<file path="src/rtl/pixer_frame_capture_if.sv">
// Signal bundle for pixer_frame_capture: VGA pins toward the capture block, pixel stream and
// frame status back out. frame_crc is present only when PIXER_CRC_EN is defined.
interface pixer_frame_capture_if;
  logic        hsync;
  logic        vsync;
  logic [1:0]  red;
  logic [1:0]  grn;
  logic [1:0]  blu;
  logic        pix_valid;
  logic [11:0] pix_x;
  logic [10:0] pix_y;
  logic [5:0]  pix_rgb;
  logic [11:0] line_len;
  logic [10:0] frame_lines;
  logic        frame_done;
  logic [15:0] frame_cnt;
  logic        locked;
`ifdef PIXER_CRC_EN
  logic [15:0] frame_crc;

  modport master (
    output hsync, vsync, red, grn, blu,
    input  pix_valid, pix_x, pix_y, pix_rgb, line_len, frame_lines,
           frame_done, frame_cnt, locked, frame_crc
  );

  modport slave (
    input  hsync, vsync, red, grn, blu,
    output pix_valid, pix_x, pix_y, pix_rgb, line_len, frame_lines,
           frame_done, frame_cnt, locked, frame_crc
  );
`else
  modport master (
    output hsync, vsync, red, grn, blu,
    input  pix_valid, pix_x, pix_y, pix_rgb, line_len, frame_lines,
           frame_done, frame_cnt, locked
  );

  modport slave (
    input  hsync, vsync, red, grn, blu,
    output pix_valid, pix_x, pix_y, pix_rgb, line_len, frame_lines,
           frame_done, frame_cnt, locked
  );
`endif
endinterface

</file>
<file path="src/rtl/pixer_frame_capture.sv">
// VGA capture: measures line/frame geometry and emits a windowed pixel stream with coordinates.
// Optional macro PIXER_CRC_EN adds frame_crc, a CRC-16-CCITT over each frame's valid pixels.
module pixer_frame_capture #(
  parameter bit SYNC_POL = 1'b0,
  parameter int H_START  = 96,
  parameter int H_ACTIVE = 640,
  parameter int V_START  = 32,
  parameter int V_ACTIVE = 480
) (
  input  logic                 clk,
  input  logic                 rst,
  pixer_frame_capture_if.slave bus
);

  localparam logic [11:0] H_LO  = 12'(H_START);
  localparam logic [11:0] H_HI  = 12'(H_START + H_ACTIVE);
  localparam logic [10:0] V_LO  = 11'(V_START);
  localparam logic [10:0] V_HI  = 11'(V_START + V_ACTIVE);
  localparam logic [11:0] H_MAX = 12'hFFF;
  localparam logic [10:0] V_MAX = 11'h7FF;

  logic        s1_hsync;
  logic        s1_vsync;
  logic [5:0]  s1_rgb;
  logic        p1_hsync;
  logic        p1_vsync;

  logic [11:0] hcnt;
  logic [10:0] vcnt;
  logic        h_seen;
  logic        v_seen;
  logic        line_have;
  logic        frame_have;
  logic        line_match;
  logic        frame_match;

  logic        pix_valid_r;
  logic [11:0] pix_x_r;
  logic [10:0] pix_y_r;
  logic [5:0]  pix_rgb_r;
  logic [11:0] line_len_r;
  logic [10:0] frame_lines_r;
  logic        frame_done_r;
  logic [15:0] frame_cnt_r;
  logic        locked_r;

  logic        h_trail;
  logic        v_trail;
  logic [11:0] h_inc;
  logic [11:0] cur_h;
  logic [10:0] cur_v;
  logic [10:0] frame_meas;
  logic        in_window;
  logic        line_latch;
  logic        frame_latch;
  logic        line_match_next;
  logic        frame_match_next;

  // cur_h/cur_v are the coordinates of the sample now sitting in stage 1; hcnt/vcnt hold the previous one.
  always_comb begin
    h_trail          = (p1_hsync == SYNC_POL) && (s1_hsync != SYNC_POL);
    v_trail          = (p1_vsync == SYNC_POL) && (s1_vsync != SYNC_POL);
    h_inc            = (hcnt == H_MAX) ? H_MAX : hcnt + 12'd1;
    cur_h            = h_trail ? 12'd0 : h_inc;
    cur_v            = vcnt;
    if (v_trail) begin
      cur_v = 11'd0;
    end else if (h_trail) begin
      cur_v = (vcnt == V_MAX) ? V_MAX : vcnt + 11'd1;
    end
    frame_meas       = vcnt + 11'd1;
    in_window        = (cur_h >= H_LO) && (cur_h < H_HI) &&
                       (cur_v >= V_LO) && (cur_v < V_HI);
    line_latch       = h_trail && h_seen;
    frame_latch      = v_trail && v_seen;
    line_match_next  = line_latch  ? (line_have  && (h_inc == line_len_r))       : line_match;
    frame_match_next = frame_latch ? (frame_have && (frame_meas == frame_lines_r)) : frame_match;
  end

  always_ff @(posedge clk or posedge rst) begin
    if (rst) begin
      s1_hsync      <= 1'b0;
      s1_vsync      <= 1'b0;
      s1_rgb        <= 6'd0;
      p1_hsync      <= 1'b0;
      p1_vsync      <= 1'b0;
      hcnt          <= 12'd0;
      vcnt          <= 11'd0;
      h_seen        <= 1'b0;
      v_seen        <= 1'b0;
      line_have     <= 1'b0;
      frame_have    <= 1'b0;
      line_match    <= 1'b0;
      frame_match   <= 1'b0;
      pix_valid_r   <= 1'b0;
      pix_x_r       <= 12'd0;
      pix_y_r       <= 11'd0;
      pix_rgb_r     <= 6'd0;
      line_len_r    <= 12'd0;
      frame_lines_r <= 11'd0;
      frame_done_r  <= 1'b0;
      frame_cnt_r   <= 16'd0;
      locked_r      <= 1'b0;
    end else begin
      s1_hsync    <= bus.hsync;
      s1_vsync    <= bus.vsync;
      s1_rgb      <= {bus.red, bus.grn, bus.blu};
      p1_hsync    <= s1_hsync;
      p1_vsync    <= s1_vsync;
      hcnt        <= cur_h;
      vcnt        <= cur_v;
      line_match  <= line_match_next;
      frame_match <= frame_match_next;
      locked_r    <= line_match_next && frame_match_next;
      pix_valid_r <= in_window;
      if (h_trail) begin
        h_seen <= 1'b1;
      end
      if (v_trail) begin
        v_seen <= 1'b1;
      end
      if (line_latch) begin
        line_len_r <= h_inc;
        line_have  <= 1'b1;
      end
      if (frame_latch) begin
        frame_lines_r <= frame_meas;
        frame_have    <= 1'b1;
        frame_cnt_r   <= frame_cnt_r + 16'd1;
      end
      frame_done_r <= frame_latch;
      // Coordinates and colour hold their last in-window values while outside the window.
      if (in_window) begin
        pix_x_r   <= cur_h - H_LO;
        pix_y_r   <= cur_v - V_LO;
        pix_rgb_r <= s1_rgb;
      end
    end
  end

  assign bus.pix_valid   = pix_valid_r;
  assign bus.pix_x       = pix_x_r;
  assign bus.pix_y       = pix_y_r;
  assign bus.pix_rgb     = pix_rgb_r;
  assign bus.line_len    = line_len_r;
  assign bus.frame_lines = frame_lines_r;
  assign bus.frame_done  = frame_done_r;
  assign bus.frame_cnt   = frame_cnt_r;
  assign bus.locked      = locked_r;

`ifdef PIXER_CRC_EN
  function automatic logic [15:0] crc_byte(input logic [15:0] crc_in, input logic [7:0] data);
    logic [15:0] c;
    c = crc_in;
    for (int i = 7; i >= 0; i--) begin
      if (c[15] ^ data[i]) begin
        c = {c[14:0], 1'b0} ^ 16'h1021;
      end else begin
        c = {c[14:0], 1'b0};
      end
    end
    return c;
  endfunction

  // The accumulator is stored inverted so that the all-zero reset state means the 0xFFFF seed.
  logic [15:0] crc_acc_n;
  logic [15:0] frame_crc_r;
  logic [15:0] crc_base;
  logic [15:0] crc_next;

  always_comb begin
    crc_base = frame_latch ? 16'hFFFF : ~crc_acc_n;
    crc_next = crc_base;
    if (in_window) begin
      crc_next = crc_byte(crc_base, {2'b00, s1_rgb});
    end
  end

  always_ff @(posedge clk or posedge rst) begin
    if (rst) begin
      crc_acc_n   <= 16'd0;
      frame_crc_r <= 16'd0;
    end else begin
      crc_acc_n <= ~crc_next;
      if (frame_latch) begin
        frame_crc_r <= ~crc_acc_n;
      end
    end
  end

  assign bus.frame_crc = frame_crc_r;
`endif

endmodule

</file>
<file path="src/flat_wrapper.sv">
// flat-port wrapper written by rule: the top's interface ports become plain ports
module pixer_frame_capture_flat 
#(
  parameter bit SYNC_POL = 1'b0,
  parameter int H_START  = 96,
  parameter int H_ACTIVE = 640,
  parameter int V_START  = 32,
  parameter int V_ACTIVE = 480
)
  (clk, rst, bus_hsync, bus_vsync, bus_red, bus_grn, bus_blu, bus_pix_valid, bus_pix_x, bus_pix_y, bus_pix_rgb, bus_line_len, bus_frame_lines, bus_frame_done, bus_frame_cnt, bus_locked);
  pixer_frame_capture_if bus_i ();
  input  logic clk;
  input  logic rst;
  input wire logic [$bits(bus_i.hsync)-1:0] bus_hsync;
  input wire logic [$bits(bus_i.vsync)-1:0] bus_vsync;
  input wire logic [$bits(bus_i.red)-1:0] bus_red;
  input wire logic [$bits(bus_i.grn)-1:0] bus_grn;
  input wire logic [$bits(bus_i.blu)-1:0] bus_blu;
  output wire logic [$bits(bus_i.pix_valid)-1:0] bus_pix_valid;
  output wire logic [$bits(bus_i.pix_x)-1:0] bus_pix_x;
  output wire logic [$bits(bus_i.pix_y)-1:0] bus_pix_y;
  output wire logic [$bits(bus_i.pix_rgb)-1:0] bus_pix_rgb;
  output wire logic [$bits(bus_i.line_len)-1:0] bus_line_len;
  output wire logic [$bits(bus_i.frame_lines)-1:0] bus_frame_lines;
  output wire logic [$bits(bus_i.frame_done)-1:0] bus_frame_done;
  output wire logic [$bits(bus_i.frame_cnt)-1:0] bus_frame_cnt;
  output wire logic [$bits(bus_i.locked)-1:0] bus_locked;
  assign bus_i.hsync = bus_hsync;
  assign bus_i.vsync = bus_vsync;
  assign bus_i.red = bus_red;
  assign bus_i.grn = bus_grn;
  assign bus_i.blu = bus_blu;
  assign bus_pix_valid = bus_i.pix_valid;
  assign bus_pix_x = bus_i.pix_x;
  assign bus_pix_y = bus_i.pix_y;
  assign bus_pix_rgb = bus_i.pix_rgb;
  assign bus_line_len = bus_i.line_len;
  assign bus_frame_lines = bus_i.frame_lines;
  assign bus_frame_done = bus_i.frame_done;
  assign bus_frame_cnt = bus_i.frame_cnt;
  assign bus_locked = bus_i.locked;
  pixer_frame_capture #(.SYNC_POL(SYNC_POL), .H_START(H_START), .H_ACTIVE(H_ACTIVE), .V_START(V_START), .V_ACTIVE(V_ACTIVE)) u_core (.clk(clk), .rst(rst), .bus(bus_i));
endmodule
</file>
<file path="config.mk">
export PLATFORM = sky130hd
export DESIGN_NAME = pixer_frame_capture_flat
export DESIGN_NICKNAME = d
export VERILOG_FILES = /design/src/rtl/pixer_frame_capture_if.sv /design/src/rtl/pixer_frame_capture.sv /design/src/flat_wrapper.sv
export SDC_FILE = /design/constraint.sdc
export NUM_CORES = 1
export LEC_CHECK = 0
export ABC_AREA = 1
export CAP_MARGIN = 20
export CORE_MARGIN = 8
export CORE_UTILIZATION = 40
export CTS_BUF_LIST = sky130_fd_sc_hd__clkbuf_2 sky130_fd_sc_hd__clkbuf_4 sky130_fd_sc_hd__clkbuf_8
export DETAILED_ROUTE_END_ITERATION = 10
export GPL_TIMING_DRIVEN = 1
export HOLD_SLACK_MARGIN = 0.06
export SYNTH_ARGS = -nofsm -noshare
export SYNTH_HDL_FRONTEND = slang
export SYNTH_SLANG_ARGS = --single-unit
</file>
<file path="constraint.sdc">
create_clock -name clk -period 4.19 [get_ports clk]
set_input_delay 0.6285 -clock clk [delete_from_list [all_inputs] [get_ports clk]]
set_output_delay 0.6285 -clock clk [all_outputs]
set_load 0.01 [all_outputs]
</file>
# ---- Word level (Yosys, flattened, before mapping)
# Index checks and enable logic that the tools add are counted.
# Widths: inputs -> output; s select.
dict set report word_totals {
  regBits 110
  out_inout_bits 71
}
dict set report op_classes {
  n_addsub 5
  order_cmp 4
  eq_ne 4
  mux 7
  bitwise_logic 2
  reduce_logical 10
}
# op count
set op_table {}
lappend op_table {{$mux 11} 3}
lappend op_table {{$mux 12} 2}
lappend op_table {{$add 16x1->16 const B} 1}
lappend op_table {{$add 12x1->12 const B} 1}
lappend op_table {{$eq 12x12->1} 1}
lappend op_table {{$eq 12x12->1 const B} 1}
lappend op_table {{$ge 12x7->1 const B} 1}
lappend op_table {{$lt 12x10->1 const B} 1}
lappend op_table {{$sub 12x7->12 const B} 1}
lappend op_table {{$add 11x1->11 const B} 1}
lappend op_table {{$eq 11x11->1} 1}
lappend op_table {{$eq 11x11->1 const B} 1}
lappend op_table {{$ge 11x6->1 const B} 1}
lappend op_table {{$lt 11x10->1 const B} 1}
lappend op_table {{$sub 11x6->11 const B} 1}
lappend op_table {{$logic_and 1x1->1} 10}
lappend op_table {{$mux 1} 2}
lappend op_table {{$not 1->1} 2}

# ---- Longest topological paths before layout
# Gate-level depths: netlist (run 1).
dict set report depth {
  ltp_word 7
  ltp_mapped 17
}

# ---- Worst setup path before layout (run 1)
# No wires, ideal clock.
dict set report synth_timing {
  path_kind {reg-to-reg}
  start {reg u_core.hcnt[0]}
  end {reg u_core.pix_x_r[11] (netlist: u_core.bus.pix_x[11])}
  arrival_time_ns 2.243
  required_ns 4.125
  path_slack_ns 1.883
  stages_incl_launch_ff 16
  period_less_slack_ns 2.307
  path_cell_list {dfrtp_1 -> ha_1 -> nand2_1 -> nor2_2 -> nand3_4 -> buf_6 -> a21oi_1 -> ha_1 -> nand2_1 -> nor3_1 -> nor2_2 -> nor2_4 -> buf_6 -> buf_12 -> nand3_2 -> nand2_1}
}
dict set report synth_between {
  elab_chain_cells 7
  word_cells_on_any_way 10
}
# item line_no
set synth_rtl {}
lappend synth_rtl {{from (decl)} pixer_frame_capture.sv:28} ;# logic [11:0] hcnt;
lappend synth_rtl {{from (signal assigned)} pixer_frame_capture.sv:110} ;# hcnt <= cur_h;
lappend synth_rtl {{$add 12x1->12 / $eq 12x12->1 (equally long branches)} pixer_frame_capture.sv:63} ;# h_inc = (hcnt == H_MAX) ? H_MAX : hcnt + 12'd1;
lappend synth_rtl {{$mux 12 *} pixer_frame_capture.sv:63}
lappend synth_rtl {{$mux 12 *} pixer_frame_capture.sv:64} ;# cur_h = h_trail ? 12'd0 : h_inc;
lappend synth_rtl {{via u_core.cur_h[6]} pixer_frame_capture.sv:50} ;# logic [11:0] cur_h;
lappend synth_rtl {{$ge 12x7->1 / $lt 12x10->1 (equally long branches)} pixer_frame_capture.sv:72} ;# in_window = (cur_h >= H_LO) && (cur_h < H_HI) &&
lappend synth_rtl {{$logic_and 1x1->1 (2 in a row)} pixer_frame_capture.sv:72}
lappend synth_rtl {{$logic_and 1x1->1} pixer_frame_capture.sv:73} ;# (cur_v >= V_LO) && (cur_v < V_HI);
lappend synth_rtl {{to (signal assigned)} pixer_frame_capture.sv:134} ;# pix_x_r <= cur_h - H_LO;
lappend synth_rtl {{to (decl)} pixer_frame_capture.sv:38} ;# logic [11:0] pix_x_r;
# The timed path passes the listed nets; every way through them passes the cells marked *.
# A chain may end at the register's enable or synchronous reset.

# ---- Final worst setup path (run 1)
dict set report layout_timing {
  start {reg u_core.hcnt[0]}
  end {reg u_core.pix_y_r[8] (netlist: u_core.bus.pix_y[8])}
}
dict set report layout_between {
  elab_chain_cells 7
  word_cells_on_any_way 9
}
# item line_no
set layout_rtl {}
lappend layout_rtl {{$add 12x1->12 / $eq 12x12->1 (equally long branches)} pixer_frame_capture.sv:63}
lappend layout_rtl {{$mux 12 *} pixer_frame_capture.sv:63}
lappend layout_rtl {{$mux 12 *} pixer_frame_capture.sv:64}
lappend layout_rtl {{via u_core.cur_h[5]} pixer_frame_capture.sv:50}
lappend layout_rtl {{$ge 12x7->1 / $lt 12x10->1 (equally long branches)} pixer_frame_capture.sv:72}
lappend layout_rtl {{$logic_and 1x1->1 * (2 in a row)} pixer_frame_capture.sv:72}
lappend layout_rtl {{$logic_and 1x1->1 *} pixer_frame_capture.sv:73}
lappend layout_rtl {{to (signal assigned)} pixer_frame_capture.sv:135} ;# pix_y_r <= cur_v - V_LO;
lappend layout_rtl {{to (decl)} pixer_frame_capture.sv:39} ;# logic [10:0] pix_y_r;
# Marked as above.

==> results of run 1 <==
[stage by stage]
step | cell area [um2] | utilization (%)
after global routing | 6710 | 48.9
after detailed placement | 6500 | 47.4
after CTS | 6710 | 48.9
final | 6710 | 48.9
after floorplan | 5540 | -
after global placement | 6500 | 47.4
[area by class of cell]
class	instances	area, um2
well taps	180	225
inverters	90	340
clock buffers	10	138
flip-flops and latches	110	2750
repair buffers	86	846
fillers	1318	7010
clock inverters	6	70.1
multi-input cells	465	2330
[flip-flops by register name (all words and copies together) (netlist names), 6 cells and up]
register	count
u_core.bus.frame_cnt	16
u_core.bus.frame_lines	11
u_core.bus.line_len	12
u_core.bus.pix_rgb	6
u_core.bus.pix_x	12
u_core.bus.pix_y	11
u_core.hcnt	12
u_core.s1_rgb	6
u_core.vcnt	11
[layer usage]
layer | vias to the layer above | part of all wire [%] | track usage [%]
met5 | - | 0 | 0
met4 | 0 | 1.1 | 5.12
met3 | 7 | 5.0 | 3.35
met2 | 100 | 45 | 22.6
met1 | 2037 | 49 | 20.4
li1 | 2292 | - | -
[cell usage in the layout (no fill, tap or decap)]
cell / Yosys / final
o21ai_0: 36 / 36
a22oi_1: 1 / 1
nand3_1: 56 / 56
clkinv_4: 0 / 1
nor2_8: 1 / 1
dfrtp_1: 110 / 110
or2_1: 1 / 1
nor2_2: 5 / 5
clkdlybuf4s50_1: 0 / 80
nand2_1: 218 / 218
nor2_4: 2 / 2
a21oi_1: 10 / 10
bufinv_16: 0 / 1
xor2_1: 14 / 14
o21bai_1: 2 / 2
clkinv_1: 2 / 2
nand2_2: 9 / 9
o21ai_2: 1 / 1
clkinv_2: 0 / 1
nor2_1: 48 / 48
xnor2_1: 12 / 12
clkinvlp_4: 0 / 2
nor3_1: 4 / 4
nand3_4: 2 / 2
ha_1: 6 / 6
inv_4: 0 / 1
clkbuf_8: 0 / 10
o211ai_1: 1 / 1
inv_1: 84 / 83
inv_2: 4 / 4
nand3_2: 16 / 16
inv_8: 0 / 1
nand2_4: 1 / 1
nand3b_1: 3 / 3
buf_4: 0 / 6
or2_2: 4 / 4
nand4_1: 11 / 11
o21ai_1: 1 / 1
[logic make-up (layout without fill, tap and decap cells)]
group | Yosys count | in the layout
flip-flops | 110 | 110
XOR/XNOR | 26 | 26
AO/OA/AOI/OAI | 52 | 52
buffers and inverters | 106 | 192
AND/OR/NAND/NOR | 381 | 381
adder cells (fa/ha/maj) | 6 | 6
[power groups by stage]
stage               clock, mW  sequential [mW]  combinational (mW)
global placement            0             1.26               0.547
CTS                     0.693             1.24               0.553
global route            0.732             1.26               0.619
detailed placement          0             1.26               0.551
floorplan                   0             1.27               0.316
finish                  0.666             1.24               0.547
[worst max-delay path: cells and delay by family, from the launching register on]
kind,cells,cell delay (ps)
buffers and inverters,1,90
AND/OR/NAND/NOR,11,2150
adder cells (fa/ha/maj),2,430
flip-flops,1,420
[final timing paths]
kind | startpoint | end | slack (ps) | cells past startpoint
max in group asynchronous | rst | u_core.bus.frame_lines[6]$_DFFE_PP0P_ | 2640 | 3
min in group asynchronous | rst | u_core.bus.frame_cnt[13]$_DFFE_PP0P_ | 740 | 2
hold / removal | u_core.s1_hsync$_DFF_PP0_ | u_core.p1_hsync$_DFF_PP0_ | 380 | 0
hold reg to reg | u_core.s1_hsync$_DFF_PP0_ | u_core.p1_hsync$_DFF_PP0_ | 380 | 0
setup / recovery | u_core.hcnt[0]$_DFF_PP0_ | u_core.bus.pix_y[8]$_DFFE_PP0P_ | 1050 | 14
setup reg to reg | u_core.hcnt[0]$_DFF_PP0_ | u_core.bus.pix_y[8]$_DFFE_PP0P_ | 1050 | 14
==> impl_metrics.ini, run 1 <==
[finish]
syn2layout_area_growth_pct = 21.0
layout.cells.non_filler = 947
num_antenna_cells = 0
finalNetCount = 778
drive_above_1_share_pct = 8.87

[synthesis]
syn_area_um2 = 5540
synth_common_cells = 218 x nand2_1, 110 x dfrtp_1, 84 x inv_1
ys_seq_elements = 110
synthSimpleGateAreaFrac_pct = 31.7
synth-seq-area-share_pct = 49.7
synth_top_area_share_pct = 49.7
synth_top_flop_cell = dfrtp_1
synth_fp_nets = 697
synthArstFlopShare_pct = 100
synth_compound_area_share_pct = 4.94
synth-adder-area-share_pct = 1.35
ys_types = 33
synth-edff-count = 0
synthMostInstantiatedCell = nand2_1
synth.avg_cell_area_um2 = 8.14
synth_top_family_by_area = simple AND/OR/NAND/NOR gates
ys_warn_count = 0
synthCells = 681
synth.area.mux_share_pct = 0
synth_xor_area_share_pct = 4.11
synth_area_leaders = dfrtp_1 50%, nand2_1 15%, inv_1 5.7%, nand3_1 5.1%, o21ai_0 3.3%
yosys.area.top_type = dfrtp_1

[power]
pwr-share-clk_pct = 27.1
power_density_nw_per_um2 = 366
power.internal_mw = 1.68
p_comb_share_pct = 22.3
power_leakage_nw = 3.44
peakVddDrop_mv = 0.164
p_total_mw = 2.46
p_sw_share_pct = 31.6
p_sw_uw = 776
p_seq_share_pct = 50.6

[route]
dr.pass1.iters = 5
vias_per_cell = 4.68
first_iter_violations = 296
finalWirelength_mm = 12.6
post_drt_wl_per_cell_um = 13.3
ant_nets = 0
drc_errors = 0
vias = 4436

[global_routing]
grt_max_degree = 66
grt_pass1_wl_mm = 21.7
grt_pass1_vias = 4364
antenna_found_initial = 0
grt_overflow = 0
track_usage_pct = 14.9

[critical_path]
cp-end-kind = register
cp_slowest_cell = nor2_4
cp_common_cell = nand2_1
crit_path_cell_trace = ha_1, nand2_1, nor2_2, nand3_4, nand3_1, nand2_1, inv_1, ha_1, nand2_1, nor3_1, nor2_2, nor2_4, nand3_1, nand2_1
crit_path_start_kind = register
crit_type = register to register
critPathMaxFanout = 29
arrival_ps = 3460
critPathMaxStageDelay_ps = 590
cp_data_required_time_ps = 4510

[placed_design]
hpwl_mm = 9.59
dp.cells = 931
gp_routability_congestion = 0.856
pre_cts_ws_ps = 1070
io_buffers = 80

[sta]
fmaxAchievable_mhz = 318
setup_ws_ps = 1050
hold_viol = 0
whs_ps = 384
tightest_slew_ps = 791
finalSetupTns_ps = 0
grt_setup_unrepaired = no
min_period_ps = 3140
fin_skew_ps = 4.12
slew_headroom_pct = 47.3
finalMaxSlewViolations = 0
fin_crit_sh_pct = 75.0
finalSetupViolations = 0

[cts]
cts_buffer_depth = 2
hold_buffers = 0
cts.sinks = 110
clkTransAtPathRegs_ps = 100
clock-root-buffer = clkbuf_8
post_cts_resized = 0
cts_tree = yes
post_cts_buffers = 0
htree_levels = 3
clk_latency_ps = 380
cts_made_buffers = 9

[floorplanning]
start_util_pct = 40.4
die_w_um = 134
rows = 43
dieArea_um2 = 17900
core-area_um2 = 13700
io_pins = 81
fp.dieH_um = 134

[worst_hold_path]
min_path_type = register to register

[outcome]
status = complete, no violations

[job]
max_cap_viol_count = 0
No activity file was read; power rests on OpenSTA's default activity.
==> run 2, diff against run 1 <==
==> constraint.sdc (replaced) <==
create_clock -name clk -period 3.1 [get_ports clk]
set_input_delay 0.465 -clock clk [delete_from_list [all_inputs] [get_ports clk]]
set_output_delay 0.465 -clock clk [all_outputs]
set_load 0.01 [all_outputs]
==> run 2 against run 1 <==
- final area is 0.63% higher
- power rose by 32%
- cell count increased by 0.42%
- clock power is 24% higher
- setup slack got worse by 710 ps
- critical path depth increased by 2
- first-iteration DRC count shrank 18%
- register-to-register slack got worse by 710 ps
- fmax rose by 14%
- global-route usage fell by 0.10 points
- sequential cell count did not move
- sequential share of layout area decreased by 0.26 points
- largest cell class unchanged
==> impl_metrics.ini, run 2 (synthesis gave the netlist of run 1 again) <==
[cts]
cts_tree = yes
cts_made_buffers = 9
hold_buffers = 0
htree_levels = 3
cts.sinks = 110
clk_latency_ps = 390
cts_buffer_depth = 2
clkTransAtPathRegs_ps = 110
clock-root-buffer = clkbuf_8

[power]
peakVddDrop_mv = 0.167
p_total_mw = 3.25
power_leakage_nw = 3.45
power_density_nw_per_um2 = 481

[floorplanning]
fp.dieH_um = 134
rows = 43
core-area_um2 = 13700
io_pins = 81
start_util_pct = 40.4
die_w_um = 134
dieArea_um2 = 17900

[finish]
drive_above_1_share_pct = 9.47
nFillCells = 1350
finalNetCount = 783
syn2layout_area_growth_pct = 21.8
multi_input_area_um2 = 2340
largest_reg_flops = 16
register_area_um2 = 2750
layout_common_cells = 218 x nand2_1, 110 x dfrtp_1, 83 x inv_1
mostFrequentLayoutCell = nand2_1
num_antenna_cells = 0

[route]
vias_per_cell = 4.72
drc_errors = 0
finalWirelength_mm = 12.6
first_iter_violations = 243
dr.pass1.iters = 4
post_drt_wl_per_cell_um = 13.3
vias = 4492
ant_nets = 0

[placed_design]
io_buffers = 80
hpwl_mm = 9.61
gp_routability_congestion = 0.853

[sta]
finalMaxSlewViolations = 0
slew_headroom_pct = 59.8
grt_setup_unrepaired = no
fin_skew_ps = 11.6
hold_viol = 0
min_period_ps = 2760
finalSetupViolations = 0
tightest_slew_ps = 602
fmaxAchievable_mhz = 362
finalSetupTns_ps = 0
fin_crit_sh_pct = 89.1

[global_routing]
grt_pass1_wl_mm = 21.5
grt_max_degree = 52
grt_pass1_vias = 4332
grt_overflow = 0
track_usage_pct = 14.8
antenna_found_initial = 0

[worst_hold_path]
min_path_type = register to register

[critical_path]
critPathMaxFanout = 28
arrival_ps = 3040
crit_path_start_kind = register
crit_type = register to register
cp_data_required_time_ps = 3380
cp-end-kind = register

[outcome]
status = complete, no violations

[job]
max_cap_viol_count = 0
## run 2: final cells by class
class	instances	share of cell area, %
Clock buffer	10	2.04
Clock inverter	5	0.667
Inverter	90	5.06
Multi-Input combinational cell	465	34.6
Sequential cell	110	40.8
Tap cell	180	3.34
Timing Repair Buffer	91	13.5
## run 2: worst paths after layout
kind | start | endpoint | slack, ps | depth (start not counted)
max in group asynchronous | rst | u_core.bus.line_len[7]$_DFFE_PP0P_ | 1780 | 4
hold reg to reg | u_core.s1_hsync$_DFF_PP0_ | u_core.p1_hsync$_DFF_PP0_ | 380 | 0
min in group asynchronous | rst | u_core.bus.frame_lines[0]$_DFFE_PP0P_ | 500 | 2
setup reg to reg | u_core.vcnt[0]$_DFF_PP0_ | u_core.bus.pix_x[0]$_DFFE_PP0P_ | 340 | 16
setup / recovery | u_core.vcnt[0]$_DFF_PP0_ | u_core.bus.pix_x[0]$_DFFE_PP0P_ | 340 | 16
hold / removal | u_core.s1_hsync$_DFF_PP0_ | u_core.p1_hsync$_DFF_PP0_ | 380 | 0
## run 2: through the flow
| step | hold WS [ps] | utilization, % | setup slack [ps] | area, um2 | std cells |
|---|---|---|---|---|---|
| detailed placement | 360 | 47.8 | 268 | 6560 | 936 |
| CTS | 386 | 49.2 | 237 | 6750 | 951 |
| global placement | 360 | 47.8 | 326 | 6560 | 936 |
| finish | 383 | 49.2 | 339 | 6750 | 951 |
| global route | 391 | 49.2 | 49.3 | 6750 | 951 |
| floorplan | 354 | - | 793 | 5550 | 681 |
## run 2: timing repair
action | in CTS | in global routing
setup endpoints to repair | 0 | 27
resized for setup | 0 | 1
setup buffers | 0 | 0
## run 2: critical path, cell delays in order (launching register included)
cell and delay (ps):
dfrtp_1 460, ha_1 240, nand2_2 110, nor2_4 160, nand3_1 140, nand2_2 140, inv_2 80, a21oi_2 200
inv_1 110, ha_1 220, nand3_1 130, inv_1 60, nand2_2 70, nand3_1 120, buf_4 250, nand2_1 80
nand2_1 50
## run 2: report_power, final
part | switching, mW | internal (mW) | leakage (nW)
sequential | 0.118 | 1.56 | 1.45
clock | 0.507 | 0.320 | 0.0905
combinational | 0.427 | 0.316 | 1.91
total | 1.05 | 2.19 | 3.45
## run 2: layer usage
metal  wire (um)  global-route usage (%)  vias up
li1            -                       -     2299
met1        6170                    20.3     2097
met2        5600                    22.0       82
met3         634                    3.05       14
met4         227                    6.24        0
met5           0                       0        -
